File: src/rtl/alu_pkg.sv
// Shared decode constants, ALU op encodings and issue FSM states.
// No logic: constants and pure decode helpers only.
package alu_pkg;

   localparam logic [5:0] OP_RTYPE = 6'd0;
   localparam logic [5:0] OP_ADDI  = 6'd8;
   localparam logic [5:0] OP_ANDI  = 6'd12;

   localparam logic [5:0] FN_SLL = 6'd0;
   localparam logic [5:0] FN_SRL = 6'd2;
   localparam logic [5:0] FN_SRA = 6'd3;
   localparam logic [5:0] FN_ADD = 6'd32;
   localparam logic [5:0] FN_SUB = 6'd34;
   localparam logic [5:0] FN_AND = 6'd36;
   localparam logic [5:0] FN_OR  = 6'd37;
   localparam logic [5:0] FN_SLT = 6'd42;

   localparam logic [1:0] ALUOP_ADD   = 2'd0;
   localparam logic [1:0] ALUOP_AND   = 2'd1;
   localparam logic [1:0] ALUOP_RTYPE = 2'd2;

   typedef enum logic [1:0] {IDLE, DECODE, EXEC, WB} state_t;

   function automatic logic is_shift(input logic [5:0] fn);
      return fn inside {FN_SLL, FN_SRL, FN_SRA};
   endfunction

   function automatic logic is_legal(input logic [5:0] opc, input logic [5:0] fn);
      if (opc == OP_RTYPE)
         return fn inside {FN_SLL, FN_SRL, FN_SRA, FN_ADD, FN_SUB, FN_AND, FN_OR, FN_SLT};
      return (opc == OP_ADDI) || (opc == OP_ANDI);
   endfunction

endpackage

File: src/rtl/alu_regfile.sv
// 32x32 register file, R0 hard-wired to zero, three combinational read ports.
// Write lands on the clock edge; reads in the same cycle see the old value.
module alu_regfile (
   input  logic        clk,
   input  logic        rst_n,
   input  logic [4:0]  rs_addr,
   input  logic [4:0]  rt_addr,
   input  logic [4:0]  dbg_addr,
   output logic [31:0] rs_data,
   output logic [31:0] rt_data,
   output logic [31:0] dbg_data,
   input  logic        we,
   input  logic [4:0]  waddr,
   input  logic [31:0] wdata
);

   logic [31:0] mem_q [32];
   logic [31:0] mem_d [32];

   always_comb begin
      mem_d = mem_q;
      if (we && (waddr != 5'd0))
         mem_d[waddr] = wdata;
   end

   always_ff @(posedge clk or negedge rst_n) begin
      if (!rst_n) begin
         for (int i = 0; i < 32; i++)
            mem_q[i] <= '0;
      end else begin
         mem_q <= mem_d;
      end
   end

   assign rs_data  = (rs_addr  == 5'd0) ? '0 : mem_q[rs_addr];
   assign rt_data  = (rt_addr  == 5'd0) ? '0 : mem_q[rt_addr];
   assign dbg_data = (dbg_addr == 5'd0) ? '0 : mem_q[dbg_addr];

endmodule

File: src/rtl/alu_issue_ctrl.sv
// Single-issue MIPS ALU sequencer: decode, drive external ALU, write back.
// Accept to done = 2+EXEC_WAIT cycles; instr_ready only in IDLE, one instruction in flight.
module alu_issue_ctrl
   import alu_pkg::*;
#(
   parameter int EXEC_WAIT = 1
) (
   input  logic               clk,
   input  logic               rst_n,
   input  logic               instr_valid,
   input  logic [31:0]        instr,
   output logic               instr_ready,
   output logic signed [31:0] alu_in1,
   output logic signed [31:0] alu_in2,
   output logic [4:0]         alu_shamt,
   output logic [1:0]         alu_op,
   output logic [5:0]         alu_funct,
   output logic [5:0]         alu_opcode,
   input  logic [31:0]        alu_result,
   output logic               done,
   output logic               exc_ovf,
   output logic               exc_illegal,
   output logic [5:0]         exc_opcode,
   input  logic [4:0]         dbg_raddr,
   output logic [31:0]        dbg_rdata
);

   localparam int CW = (EXEC_WAIT > 1) ? $clog2(EXEC_WAIT) : 1;

   state_t        state_q, state_d;
   logic [31:0]   instr_q, instr_d;
   logic [CW-1:0] cnt_q, cnt_d;
   logic [31:0]   alu_in1_q, alu_in1_d, alu_in2_q, alu_in2_d;
   logic [4:0]    alu_shamt_q, alu_shamt_d;
   logic [1:0]    alu_op_q, alu_op_d;
   logic [5:0]    alu_funct_q, alu_funct_d, alu_opcode_q, alu_opcode_d;
   logic [31:0]   res_q, res_d;
   logic          ovf_q, ovf_d;
   logic [4:0]    dest_q, dest_d;
   logic          exc_illegal_q, exc_illegal_d;
   logic [5:0]    exc_opcode_q, exc_opcode_d;

   logic [5:0]  opc, fn;
   logic [4:0]  rs, rt, rd, shamt;
   logic [15:0] imm;
   logic [31:0] rs_data, rt_data;
   logic        is_add, is_sub, ovf_now, we;

   assign opc   = instr_q[31:26];
   assign rs    = instr_q[25:21];
   assign rt    = instr_q[20:16];
   assign rd    = instr_q[15:11];
   assign shamt = instr_q[10:6];
   assign fn    = instr_q[5:0];
   assign imm   = instr_q[15:0];

   // Overflow judged on the held operands against the result being sampled.
   assign is_add  = (alu_op_q == ALUOP_ADD) ||
                    ((alu_op_q == ALUOP_RTYPE) && (alu_funct_q == FN_ADD));
   assign is_sub  = (alu_op_q == ALUOP_RTYPE) && (alu_funct_q == FN_SUB);
   assign ovf_now = (is_add && (alu_in1_q[31] == alu_in2_q[31]) && (alu_result[31] != alu_in1_q[31])) ||
                    (is_sub && (alu_in1_q[31] != alu_in2_q[31]) && (alu_result[31] != alu_in1_q[31]));

   alu_regfile u_regfile (
      .clk      (clk),
      .rst_n    (rst_n),
      .rs_addr  (rs),
      .rt_addr  (rt),
      .dbg_addr (dbg_raddr),
      .rs_data  (rs_data),
      .rt_data  (rt_data),
      .dbg_data (dbg_rdata),
      .we       (we),
      .waddr    (dest_q),
      .wdata    (res_q)
   );

   always_comb begin
      state_d       = state_q;
      instr_d       = instr_q;
      cnt_d         = cnt_q;
      alu_in1_d     = alu_in1_q;
      alu_in2_d     = alu_in2_q;
      alu_shamt_d   = alu_shamt_q;
      alu_op_d      = alu_op_q;
      alu_funct_d   = alu_funct_q;
      alu_opcode_d  = alu_opcode_q;
      res_d         = res_q;
      ovf_d         = ovf_q;
      dest_d        = dest_q;
      exc_illegal_d = 1'b0;
      exc_opcode_d  = exc_opcode_q;
      unique case (state_q)
         IDLE: begin
            if (instr_valid) begin
               instr_d = instr;
               state_d = DECODE;
            end
         end
         DECODE: begin
            if (is_legal(opc, fn)) begin
               alu_op_d     = (opc == OP_ADDI) ? ALUOP_ADD :
                              (opc == OP_ANDI) ? ALUOP_AND : ALUOP_RTYPE;
               alu_in1_d    = ((opc == OP_RTYPE) && is_shift(fn)) ? rt_data : rs_data;
               alu_in2_d    = (opc == OP_ADDI) ? {{16{imm[15]}}, imm} :
                              (opc == OP_ANDI) ? {16'd0, imm} :
                              is_shift(fn)     ? 32'd0 : rt_data;
               alu_shamt_d  = shamt;
               alu_funct_d  = fn;
               alu_opcode_d = opc;
               dest_d       = (opc == OP_RTYPE) ? rd : rt;
               cnt_d        = CW'(EXEC_WAIT - 1);
               state_d      = EXEC;
            end else begin
               exc_illegal_d = 1'b1;
               exc_opcode_d  = opc;
               state_d       = IDLE;
            end
         end
         EXEC: begin
            if (cnt_q == '0) begin
               res_d = alu_result;
               ovf_d = ovf_now;
               if (ovf_now)
                  exc_opcode_d = alu_opcode_q;
               state_d = WB;
            end else begin
               cnt_d = cnt_q - CW'(1);
            end
         end
         WB:      state_d = IDLE;
         default: state_d = IDLE;
      endcase
   end

   always_ff @(posedge clk or negedge rst_n) begin
      if (!rst_n) begin
         state_q       <= IDLE;
         instr_q       <= '0;
         cnt_q         <= '0;
         alu_in1_q     <= '0;
         alu_in2_q     <= '0;
         alu_shamt_q   <= '0;
         alu_op_q      <= '0;
         alu_funct_q   <= '0;
         alu_opcode_q  <= '0;
         res_q         <= '0;
         ovf_q         <= 1'b0;
         dest_q        <= '0;
         exc_illegal_q <= 1'b0;
         exc_opcode_q  <= '0;
      end else begin
         state_q       <= state_d;
         instr_q       <= instr_d;
         cnt_q         <= cnt_d;
         alu_in1_q     <= alu_in1_d;
         alu_in2_q     <= alu_in2_d;
         alu_shamt_q   <= alu_shamt_d;
         alu_op_q      <= alu_op_d;
         alu_funct_q   <= alu_funct_d;
         alu_opcode_q  <= alu_opcode_d;
         res_q         <= res_d;
         ovf_q         <= ovf_d;
         dest_q        <= dest_d;
         exc_illegal_q <= exc_illegal_d;
         exc_opcode_q  <= exc_opcode_d;
      end
   end

   assign instr_ready = rst_n && (state_q == IDLE);
   assign done        = (state_q == WB);
   assign exc_ovf     = (state_q == WB) && ovf_q;
   assign we          = (state_q == WB) && !ovf_q && (dest_q != 5'd0);
   assign exc_illegal = exc_illegal_q;
   assign exc_opcode  = exc_opcode_q;
   assign alu_in1     = alu_in1_q;
   assign alu_in2     = alu_in2_q;
   assign alu_shamt   = alu_shamt_q;
   assign alu_op      = alu_op_q;
   assign alu_funct   = alu_funct_q;
   assign alu_opcode  = alu_opcode_q;

endmodule

File: config.mk
export PLATFORM = sky130hd
export DESIGN_NAME = alu_issue_ctrl
export DESIGN_NICKNAME = d
export VERILOG_FILES = /design/src/rtl/alu_pkg.sv /design/src/rtl/alu_regfile.sv /design/src/rtl/alu_issue_ctrl.sv
export SDC_FILE = /design/constraint.sdc
export NUM_CORES = 2
export LEC_CHECK = 0
export BUFFER_PORTS_ARGS = -buffer_cell sky130_fd_sc_hd__buf_2
export CAP_MARGIN = 10
export CORE_MARGIN = 5
export CORE_UTILIZATION = 61
export CTS_BUF_LIST = sky130_fd_sc_hd__clkbuf_4 sky130_fd_sc_hd__clkbuf_8 sky130_fd_sc_hd__clkbuf_16
export CTS_CLUSTER_SIZE = 14
export DETAILED_ROUTE_END_ITERATION = 12
export PLACE_DENSITY = 0.79
export SLEW_MARGIN = 20
export SYNTH_ARGS = -nofsm -noshare
export SYNTH_HDL_FRONTEND = slang
export SYNTH_SLANG_ARGS = --single-unit
File: constraint.sdc
create_clock -name clk -period 2.7 [get_ports clk]
set_clock_uncertainty 0.05 [all_clocks]
set_input_delay 0 -clock clk [delete_from_list [all_inputs] [get_ports clk]]
set_output_delay 0 -clock clk [all_outputs]
set_load 0.005 [all_outputs]
**Yosys cells after proc, flatten, opt, wreduce, memory -nomap -nowiden**

Index checks and enable logic that the tools add are counted.

- Input port bits: 72
- Register bits: 1187
- Logic and storage cells: 154
- Output and inout port bits: 125

- Add/subtract/negate cells: 1
- Multiplexer cells: 40
- Bitwise operators: 5
- $lt $le $gt $ge: 5
- Reductions and logical operators: 34
- Equality and inequality tests: 23

Operators by type and width:

| cell | number |
|---|---|
| bitwise mux 1024 bit | 1 |
| binary-select mux 32 bit (select 5 bit) | 3 |
| 2-to-1 mux 32 bit | 14 |
| demux 32 bit (select 5 bit) | 1 |
| equality test 6 bit, second input constant | 7 |
| >= comparator 6 bit, second input constant | 4 |
| inverter 5 -> 6 bit | 4 |
| 2-to-1 mux 6 bit | 3 |
| zero test 5 bit | 3 |
| logical AND 1 bit | 13 |
| equality test 6 x 2 -> 1 bit, second input constant | 2 |
| equality test 6 x 4 -> 1 bit, second input constant | 2 |
| zero test 6 bit | 2 |
| case mux 6 bit (2 select lines) | 1 |
| 2-to-1 mux 2 bit | 5 |
| != test 2 bit, second input constant | 5 |
| AND reduction 2 bit | 5 |
| 2-to-1 mux 1 bit | 9 |
| case mux 2 bit (4 select lines) | 1 |
| nonzero test 8 bit | 1 |
| equality test 2 bit, second input constant | 3 |
| < comparator 6 x 1 -> 1 bit, second input constant | 1 |
| 2-to-1 mux 5 bit | 1 |
| nonzero test 5 bit | 1 |
| 12 further kinds | 16 |

**Depth between registers and ports, before layout**

- Word-level depth: 9
- Depth in mapped cells: 9
- Gate-level depth less buffers: 6

**Hierarchy**

A second synthesis with hierarchy kept.

- Cell total of the unflattened synthesis: 4676
- Area total of the unflattened synthesis: 69327.7 um^2

By module, submodules not included:

| module | cells each | instances | area an instance (um^2) | sequential area each (um^2) |
|---|---|---|---|---|
| alu_regfile | 4204 | 1 | 62363.6 | 25624.6 |
| alu_issue_ctrl | 472 | 1 | 6964.2 | 4053.9 |

**Worst setup path before layout**

No wires, ideal clock.

- Path kind: reg-to-reg
- From: reg instr_q[21]
- To: reg alu_in1_q[10], in the netlist alu_in1[10]
- Slack: 0.212 ns
- Cell stages (with the launch flop): 8
- Required time: 2.508 ns
- Clock period less this slack: 2.488 ns
- Setup time: 0.142 ns
- Buffers on the path: 3
- Arrival time: 2.295 ns
- Path through: dfrtp_1 buf_2 buf_2 buf_1 mux4_2 mux4_2 nand4_1 o2111ai_1

- Word-level cells in the longest chain between the ends: 6
- Elaborated cells between the ends (all ways): 7
- Those cells by class: mux (5); bitwise (1); reduce/logical (1)

RTL lines:

| what | RTL line | text |
|---|---|---|
| from (decl) | alu_issue_ctrl.sv:31 | `logic [31:0] instr_q, instr_d;` |
| from (signal assigned) | alu_issue_ctrl.sv:154 | `instr_q <= instr_d;` |
| inverter 5 -> 6 bit (implied by the code) | alu_regfile.sv:35 | `assign rs_data = (rs_addr == 5'd0) ? '0 : mem_q[rs_addr];` |
| binary-select mux 32 bit (select 5 bit) | alu_regfile.sv:35 |  |
| 2-to-1 mux 32 bit (implied by the code) (2 in a row) | alu_regfile.sv:35 |  |
| 2-to-1 mux 32 bit (*) | alu_regfile.sv:35 |  |
| 2-to-1 mux 32 bit (*) | alu_issue_ctrl.sv:104 | `alu_in1_d = ((opc == OP_RTYPE) && is_shift(fn)) ? rt_data : rs_data;` |
| to (signal assigned) | alu_issue_ctrl.sv:156 | `alu_in1_q <= alu_in1_d;` |
| to (decl) | alu_issue_ctrl.sv:33 | `logic [31:0] alu_in1_q, alu_in1_d, alu_in2_q, alu_in2_d;` |

Mark *: on every way between the ends. The rest lies on a longest branch, timed or not. The select of a mux whose other input is x is not followed.
A chain may end at the register's enable or synchronous reset.

**Worst setup path after layout**

- From: reg u_regfile.mem_q[1023] in the netlist's numbering
- To: out dbg_rdata[31]

- Word-level cells in the longest chain between the ends: 4

RTL lines:

| what | RTL line | text |
|---|---|---|
| from (decl) | alu_regfile.sv:17 | `logic [31:0] mem_q [32];` |
| from (signal assigned) | alu_regfile.sv:31 | `mem_q <= mem_d;` |
| binary-select mux 32 bit (select 5 bit) | alu_regfile.sv:37 | `assign dbg_data = (dbg_addr == 5'd0) ? '0 : mem_q[dbg_addr];` |
| 2-to-1 mux 32 bit (implied by the code) (2 in a row) | alu_regfile.sv:37 |  |
| 2-to-1 mux 32 bit | alu_regfile.sv:37 |  |
| to (decl) | alu_issue_ctrl.sv:25 | `output logic [31:0] dbg_rdata` |

No other way between the ends. The select of a mux whose other input is x is not followed.

==> impl_metrics.json <==
{
  "outcome": "finished, violations left",
  "violations": "negative setup slack",
  "antenna_found_initial": 5,
  "pre_cts_slack_ns": 0.0731,
  "ys_ff_latch": 1186,
  "synthXorXnorAreaFrac_pct": 0,
  "drt-vias-per-instance": 7.84,
  "min_period_over_period_pct": 104,
  "met3_usage_pct": 15.0,
  "cp-end-kind": "output pin",
  "syn_inst": 4614,
  "critPathTopFamily": "multiplexers",
  "die_x_um": 346,
  "slowest_stage": "mux4_2",
  "cts_root_buf": "clkbuf_16",
  "period_needed_ns": 2.81,
  "worstSetupPathType": "flop to output pin",
  "cts.path.max_buffers": 3,
  "synth_area_leader_cell": "dfrtp_1",
  "sw_frac_of_total_pct": 39.5,
  "synthSimpleGateAreaFrac_pct": 2.35,
  "grt_pass1_wl_um": 356000,
  "register_area_mm2": 0.0297,
  "async_flop_share_pct": 100,
  "start_util_pct": 61.4,
  "setup_violations": 9,
  "route.detailed.drc": 0,
  "critPathMaxStageDelay_ns": 0.51,
  "slew_headroom_pct": 19.5,
  "grtUsageMet2_pct": 57.4,
  "ir_drop_mv": 0.890,
  "layout-drive-gt1-share_pct": 58.3,
  "wirelength_um": 242000,
  "synth_area_per_cell_um2": 15.0,
  "grt-busiest-layer": "met2",
  "gr-usage-all-layers_pct": 40.0,
  "drv_cap": 0,
  "crit_path_cell_trace": "mux4_2, mux4_2, mux2i_2, buf_6, nor2_4, buf_2",
  "combPwrFrac_pct": 36.4,
  "ys_types": 57,
  "dieArea_mm2": 0.120,
  "netlist_area_mm2": 0.0690,
  "final_cell_mix": "mux2_2, dfrtp_1, mux4_2, buf_4, buf_2",
  "portBuffers": 196,
  "p_clk_share_pct": 28.4,
  "max_freq_mhz": 355,
  "grt_use_met1_pct": 51.8,
  "clk_transition_reported_paths_ns": 0.07,
  "synth_ff_type": "dfrtp_1",
  "multi_input_area_mm2": 0.0376,
  "start_kind": "flop",
  "yosys_warnings": 0,
  "vias": 51200,
  "cp_data_required_time_ns": 2.65,
  "cpMostUsedCell": "mux4_2",
  "gr-total-overflow": 0,
  "io_pins": 197,
  "wl_per_cell_um": 37.1,
  "row_count": 123,
  "yosysSeqAreaShare_pct": 43.0,
  "finalHoldViolations": 0,
  "grt_pass1_vias": 52500,
  "clkLatencyLatePin_ns": 0.78,
  "place_inst": 6075,
  "crit_fanout": 4,
  "worst_pin_slew_ns": 1.21,
  "synth_compound_area_share_pct": 4.26,
  "p_int_mw": 39.9,
  "arrival_ns": 2.76,
  "grt_max_degree": 125,
  "hold_class": "primary input to flop",
  "synth_top_area_share_pct": 43.0,
  "synth_top_family_by_area": "multiplexers",
  "ant_nets": 0,
  "post-route-worst-setup-slack_ns": -0.113,
  "finalNonFillerCells": 6532,
  "fillers": 6807,
  "rsz0062_at_grt": "true",
  "area_growth_pct": 17.0,
  "final_common_cell": "mux2_2",
  "core_mm2": 0.112,
  "leakagePower_nw": 36.6,
  "timing.final.max_slew_violations": 0,
  "powerDensity_mw_per_mm2": 817,
  "synth_edf_count": 0,
  "sequentialPowerShare_pct": 35.2,
  "synthTopCellsByArea": "dfrtp_1, mux4_2, mux2_2",
  "h-tree-depth": 4,
  "nNetsFinal": 5001,
  "drt_iter0_drc": 7975,
  "muxShareOfSynthArea_pct": 47.1,
  "numCtsBuffers": 130,
  "cts.sinks": 1186,
  "crit_buf_inv": 2,
  "post-route-util_pct": 71.8,
  "finalWeightedCongestion": 0.949,
  "dp_hpwl_um": 144000,
  "tritoncts": "done",
  "switchingPower_mw": 26.1,
  "die_h_um": 346,
  "first_pass_iters": 8,
  "syn-num-nets": 4691,
  "synthAdderAreaFrac_pct": 0.0906
}
[cell families after synthesis]
logic type / Yosys count
AO/OA/AOI/OAI: 401
buffers and inverters: 555
multiplexers: 2139
adder cells (fa/ha/maj): 5
AND/OR/NAND/NOR: 328
flip-flops: 1186
[synth_stat cells, types with 5 or more instances]
master / instances
mux2_2: 1234
a2bb2oi_1: 17
o211ai_1: 63
nand4_1: 62
nor2_1: 69
a32oi_1: 15
nor2b_1: 9
o22ai_1: 49
inv_1: 8
and2_1: 8
ha_1: 5
a21oi_1: 33
nor3_1: 5
a221o_1: 16
a221oi_1: 32
dfrtp_1: 1186
mux2i_1: 131
nand3_1: 38
o2111ai_1: 31
mux4_2: 766
buf_1: 101
buf_2: 77
o221a_2: 31
nand2_1: 103
clkbuf_1: 368
o21ai_0: 96
mux2_1: 8
nand3b_1: 5
[repair_timing]
item,in CTS,in global routing
resized for setup,13,21
hold buffers,142,0
pin swaps,0,1
setup endpoints to repair,18,317
buffers inserted,43,31
cloned,0,1
hold endpoints to repair,1253,0
[path summary, 6_finish.rpt]
path | from | to | slack, ns | cells after the start
max | u_regfile.mem_q[1023] | dbg_rdata[31] | -0.11 | 6
min | alu_result[19] | res_q[19] | 0.03 | 3
max reg2reg | instr_q[19] | alu_in2[15] | 0.01 | 7
min reg2reg | u_regfile.mem_q[1013] | u_regfile.mem_q[1013] | 0.37 | 0
max in group asynchronous | rst_n | instr_q[19] | 1.22 | 4
min in group asynchronous | rst_n | u_regfile.mem_q[654] | 0.55 | 4
[layout make-up]
| cell class | instances | area share [%] |
|---|---|---|
| multi-input combinational | 2873 | 46.6 |
| sequential | 1186 | 36.8 |
| timing repair buffer | 724 | 8.67 |
| clock buffer | 189 | 4.75 |
| tap | 1500 | 2.32 |
| clock inverter | 44 | 0.818 |
| inverter | 9 | 0.0434 |
| antenna | 7 | 0.0217 |
[per-layer routing]
layer / share of wire, % / vias to the layer above
met3: 14 / 1266
met4: 8.2 / 2
li1: - / 19000
met5: 0.0029 / -
met2: 44 / 4436
met1: 34 / 26500
[worst reg2reg max path, stage by stage (launching register included)]
cell and delay (ns):
dfrtp_4 0.53, buf_4 0.29, nor3b_4 0.53, buf_4 0.30, a221oi_1 0.12, o211ai_1 0.16
nand3_1 0.31, a31oi_1 0.30
[sequential cells by signal, summed over array words and instances (netlist names), 2 cells and up, named ones only]
register         flops
dest_q               5
alu_funct            6
res_q               32
exc_opcode           6
alu_in2             32
alu_in1             32
u_regfile.mem_q   1024
alu_opcode           6
alu_shamt            5
alu_op               2
instr_q             32
[power groups by stage]
| stage | Sequential, mW | Clock [mW] | Combinational, mW |
|---|---|---|---|
| floorplan | 20.5 | 0 | 14.8 |
| global placement | 23.1 | 0 | 22.2 |
| detailed placement | 23.2 | 0 | 22.5 |
| CTS | 23.0 | 18.8 | 23.1 |
| global route | 23.4 | 19.5 | 24.5 |
| finish | 23.2 | 18.8 | 24.0 |
[per-stage QoR]
step | hold WS [ns] | power (mW) | TNS [ns] | instance area [um2]
6_report | 0.0252 | 66.0 | -0.473 | 80700
5_1_grt | 0.0191 | 67.4 | -0.953 | 80700
4_1_cts | 0.0000255 | 64.8 | -0.477 | 80400
3_5_place_dp | -0.0779 | 45.8 | 0 | 74100
3_3_place_gp | -0.0833 | 45.4 | 0 | 74100
2_1_floorplan | -0.346 | 35.3 | 0 | 69000
(Power assumes the default switching activity.)
